<file path="config.mk">
export PLATFORM = sky130hd
export DESIGN_NAME = dis_scan_ctrl
export DESIGN_NICKNAME = d
export VERILOG_FILES = /design/src/rtl/dis_pkg.sv /design/src/rtl/dis_slot_timer.sv /design/src/rtl/dis_scan_ctrl.sv
export SDC_FILE = /design/constraint.sdc
export NUM_CORES = 1
export LEC_CHECK = 0
export BUFFER_PORTS_ARGS = -buffer_cell sky130_fd_sc_hd__buf_2
export CAP_MARGIN = 20
export CORE_UTILIZATION = 53
export CTS_CLUSTER_DIAMETER = 40
export CTS_CLUSTER_SIZE = 24
export DETAILED_ROUTE_END_ITERATION = 8
export GPL_ROUTABILITY_DRIVEN = 1
export PLACE_DENSITY = 0.88
export SLEW_MARGIN = 40
export SYNTH_ARGS = -nofsm -noshare
export SYNTH_HDL_FRONTEND = slang
export SYNTH_SLANG_ARGS = --single-unit
</file>
<file path="constraint.sdc">
create_clock -name clk -period 2.3 [get_ports clk]
set_clock_uncertainty 0.1 [all_clocks]
set_input_delay 0.115 -clock clk [delete_from_list [all_inputs] [get_ports clk]]
set_output_delay 0.115 -clock clk [all_outputs]
set_load 0.01 [all_outputs]
</file>
<file path="src/rtl/dis_pkg.sv">
// dis_pkg: shared constants and state encoding for the display scan controller.
package dis_pkg;
    localparam int DW = 4;
    localparam logic [DW-1:0] BLANK_CODE = 4'hF;
    typedef enum logic {ST_BLANK, ST_SHOW} state_t;
endpackage

</file>
<file path="src/rtl/dis_slot_timer.sv">
// dis_slot_timer: per-digit slot counter and digit index with slot/frame end strobes.
module dis_slot_timer #(
    parameter int DIGITS = 8,
    parameter int SCAN_DIV = 50000,
    parameter int CW = 16,
    parameter int IW = 3
) (
    input  logic          clk,
    input  logic          rst_n,
    input  logic          en,
    output logic [CW-1:0] cnt,
    output logic [IW-1:0] idx,
    output logic          slot_end,
    output logic          frame_end
);
    assign slot_end = en && cnt == CW'(SCAN_DIV - 1);
    assign frame_end = slot_end && idx == IW'(DIGITS - 1);

    always_ff @(posedge clk or negedge rst_n) begin
        if (!rst_n) begin
            cnt <= '0;
            idx <= '0;
        end else if (!en) begin
            cnt <= '0;
            idx <= '0;
        end else if (slot_end) begin
            cnt <= '0;
            idx <= frame_end ? '0 : idx + 1'b1;
        end else begin
            cnt <= cnt + 1'b1;
        end
    end
endmodule

</file>
<file path="src/rtl/dis_scan_ctrl.sv">
// dis_scan_ctrl: multiplexed 7-segment scan with dead time, leading-zero blanking
// and a shadow word that is committed only at frame boundaries.
module dis_scan_ctrl import dis_pkg::*; #(
    parameter int DIGITS = 8,
    parameter int SCAN_DIV = 50000,
    parameter int DEAD = 64,
    parameter int LZ_SUPPRESS = 1
) (
    input  logic                 clk,
    input  logic                 rst_n,
    input  logic                 en,
    input  logic [DW*DIGITS-1:0] bcd_data,
    input  logic                 load_valid,
    output logic                 load_ready,
    output logic [DW-1:0]        BCD_num,
    output logic [DIGITS-1:0]    Dig_sel,
    output logic                 frame_done
);
    localparam int CW = SCAN_DIV > 1 ? $clog2(SCAN_DIV) : 1;
    localparam int IW = DIGITS > 1 ? $clog2(DIGITS) : 1;

    logic [DW*DIGITS-1:0] active, shadow;
    logic                 pending, accept, commit, hide, lit;
    logic [CW-1:0]        cnt;
    logic [IW-1:0]        idx;
    logic                 slot_end, frame_end;
    logic [DW-1:0]        nib;
    state_t               st;

    dis_slot_timer #(.DIGITS(DIGITS), .SCAN_DIV(SCAN_DIV), .CW(CW), .IW(IW)) u_timer (
        .clk(clk), .rst_n(rst_n), .en(en), .cnt(cnt), .idx(idx),
        .slot_end(slot_end), .frame_end(frame_end)
    );

    assign load_ready = !pending;
    assign accept = load_valid && load_ready;
    // A dark display has no frame to tear, so a pending word lands immediately.
    assign commit = pending && (frame_end || !en);
    assign nib = active[DW*idx +: DW];
    assign hide = nib > 4'd9 || (LZ_SUPPRESS != 0 && idx != '0 && (active >> (DW*idx)) == '0);
    assign lit = st == ST_SHOW && !hide;

    always_ff @(posedge clk or negedge rst_n) begin
        if (!rst_n) begin
            active     <= '0;
            shadow     <= '0;
            pending    <= 1'b0;
            st         <= ST_BLANK;
            frame_done <= 1'b0;
            Dig_sel    <= '1;
            BCD_num    <= BLANK_CODE;
        end else begin
            if (accept) begin
                shadow  <= bcd_data;
                pending <= 1'b1;
            end else if (commit) begin
                active  <= shadow;
                pending <= 1'b0;
            end
            st <= !en ? ST_BLANK : cnt == CW'(DEAD - 1) ? ST_SHOW : slot_end ? ST_BLANK : st;
            frame_done <= frame_end;
            Dig_sel <= lit ? ~(DIGITS'(1) << idx) : '1;
            BCD_num <= lit ? nib : BLANK_CODE;
        end
    end
endmodule

</file>
==> impl_metrics.ini <==
[floorplanning]
die_x_um = 93.93
core_area_um2 = 8217
start_util_pct = 54.52
rows = 33
die_y_um = 93.93
die_area_um2 = 8823
pin_count = 50

[place]
gp_congestion = 0.9384
portBuffers = 49
dp_slack_ns = -0.3030
dpl.hpwl_um = 6831
dp_cells = 534

[route]
dr_total_vias = 3479
finalWirelength_um = 10920
drtIter0Drc = 270
first_pass_iters = 4
postRouteAntennaNets = 0
viasPerCell = 5.818
drc_errors = 0
wl_per_cell_um = 18.26

[yosys]
ys_ff_latch = 98
async_flop_share_pct = 100.0
synth_nets = 396
synth-edff-count = 0
netlist_instances = 353
synth_cell_types = 52
synthFlopType = dfrtp_1
ys_seq_area_share_pct = 55.08
avgSynthCellArea_um2 = 12.69
synthesis.area_um2 = 4479
yosys_warnings = 0

[grt]
grt_max_degree = 55
grt_first_pass_wirelength_um = 16910
antenna_found_initial = 0
grt.total_usage_pct = 25.34
grt-ovfl-total = 0
grt_pass1_vias = 3539

[cells_and_area]
layout-drive-gt1-share_pct = 46.04
final_common_cell = dfrtp_1
final_core_util_pct = 73.21
area_growth_pct = 34.30
n_antenna_cell = 0
nets = 531
layoutNonFillerInstCount = 598
layout_common_cells = dfrtp_1, mux2_2, buf_4, buf_2, dlygate4sd3_1
fill_cells = 521

[power_and_ir_drop]
power_mw = 5.059
p_int_mw = 3.507
ir_drop_mv = 0.5321
p_seq_share_pct = 49.2
clockPowerShare_pct = 24.6
p_sw_share_pct = 30.68
leakage_nw = 2.641
power_density_nw_per_um2 = 840.9
combPwrFrac_pct = 26.1
p_sw_mw = 1.552

[critical_path]
arrival_ns = 2.63
cp.required_ns = 2.50
path_class = flop to flop
cp-end-kind = flop
rrSetupSlack_ns = -0.14
cp-start-kind = flop
worstPathMaxFanout = 8

[sta]
hold_viol = 0
finalWorstSetupSlack_ns = -0.1350
setup-violations-final = 40
timing.slew.headroom_pct = 62.97
setup-tns-final_ns = -2.065
finalCriticalPeriod_ns = 2.435
rsz0062_at_grt = yes
fmax_ghz = 0.4107
tightestPinTransition_ns = 0.5554
fin_crit_sh_pct = 105.9
slew_violations = 0

[clocking]
htreeDepth = 3
root_buffer = clkbuf_8
numCtsBuffers = 9
cts_sinks = 98
tritoncts = built
clk_pin_slew_ns = 0.10
cts_buffer_depth = 2
clk_latency_ns = 0.37

[job]
cap_violations = 0

[hold_path]
hp-class = input pin to async pin

[run_status]
outcome = finished with violations
violations = setup timing
[power groups by stage]
stage | sequential [mW] | clock (mW) | combinational (mW)
floorplan | 2.35 | 0 | 0.676
global placement | 2.44 | 0 | 1.08
detailed placement | 2.46 | 0 | 1.11
CTS | 2.43 | 1.26 | 1.23
global route | 2.53 | 1.34 | 1.41
finish | 2.49 | 1.25 | 1.32
[state kept, by name (all words and copies together), names as in the netlist]
name	count
Dig_sel	8
pending	1
st	1
shadow	32
active	32
frame_done	1
u_timer.idx	3
BCD_num	4
u_timer.cnt	16
[per-stage QoR]
stage | hold WS, ns | instance area (um^2)
2_1_floorplan | -0.2806 | 4479
3_3_place_gp | 0.03369 | 5134
3_5_place_dp | 0.04402 | 5134
4_1_cts | 0.1804 | 5821
5_1_grt | 0.2179 | 6016
6_report | 0.1621 | 6016
[cell families (layout without fill, tap and decap cells)]
logic type,Yosys count,in the layout,share of synthesized area [%]
fa+ha+maj,7,7,1.955
flops,98,98,55.08
simple gates,105,105,11.90
buf+inv,26,166,2.598
compound gates,30,30,5.391
xor+xnor,14,14,2.737
mux,73,73,20.34
[worst max-delay path, stage by stage, from the launching register on]
cell      delay, ns
dfrtp_2        0.49
buf_4          0.18
nor4bb_4       0.17
nor4_1         0.41
a211oi_2       0.16
o2111a_1       0.17
buf_4          0.15
a311oi_4       0.31
buf_4          0.16
nand2_1        0.06
[path summary, 6_finish.rpt]
path	start	end	cells after the start
max	u_timer.idx[0]	Dig_sel[2]	9
min	rst_n	shadow[0]	2
max reg2reg	u_timer.idx[0]	Dig_sel[2]	9
min reg2reg	u_timer.cnt[0]	u_timer.cnt[0]	1
max in group asynchronous	rst_n	u_timer.idx[0]	3
min in group clk	u_timer.cnt[0]	u_timer.cnt[0]	1
[final cells by class]
| type | count | area [um^2] | area share (%) |
|---|---|---|---|
| timing repair buffer | 141 | 1122 | 18.66 |
| clock buffer | 10 | 127.6 | 2.121 |
| inverter | 9 | 33.78 | 0.5616 |
| multi-input combinational | 229 | 2034 | 33.82 |
| clock inverter | 6 | 97.59 | 1.622 |
| tap | 105 | 131.4 | 2.184 |
| sequential | 98 | 2469 | 41.04 |
[layer usage]
layer,global-route usage [%],wire length [um],vias up,share of wire (%)
met1,30.78,4541,1754,42
li1,-,-,1572,-
met5,0,0,-,0
met2,43.37,5557,127,51
met3,6.715,572,26,5.2
met4,9.103,246,0,2.3
[synth_stat cells (3+ instances only)]
cell / count / share of area [%]
xnor2_1: 5 / 0.98
inv_1: 9 / 0.75
mux4_2: 8 / 4.0
nor4_1: 4 / 0.56
xor2_1: 9 / 1.8
mux2_2: 64 / 16
clkbuf_1: 8 / 0.67
nor3_1: 13 / 1.5
nor4b_1: 4 / 0.78
dfrtp_1: 86 / 48
nor2_1: 31 / 2.6
and3_1: 6 / 0.84
buf_2: 6 / 0.67
or4_1: 4 / 0.67
nand4_1: 7 / 0.98
nand2_1: 14 / 1.2
nor3b_1: 3 / 0.50
dfstp_2: 12 / 7.0
nand3_1: 14 / 1.6
ha_1: 7 / 2.0
[timing repair]
action                     CTS  global route
hold endpoints to repair    69             0
resized for setup           11            21
pin swaps                   11            13
hold buffers                34             0
setup buffers                5             6
cloned                       1             2
setup endpoints to repair   13            44
Note: power is estimated with default switching activity, not from simulation.
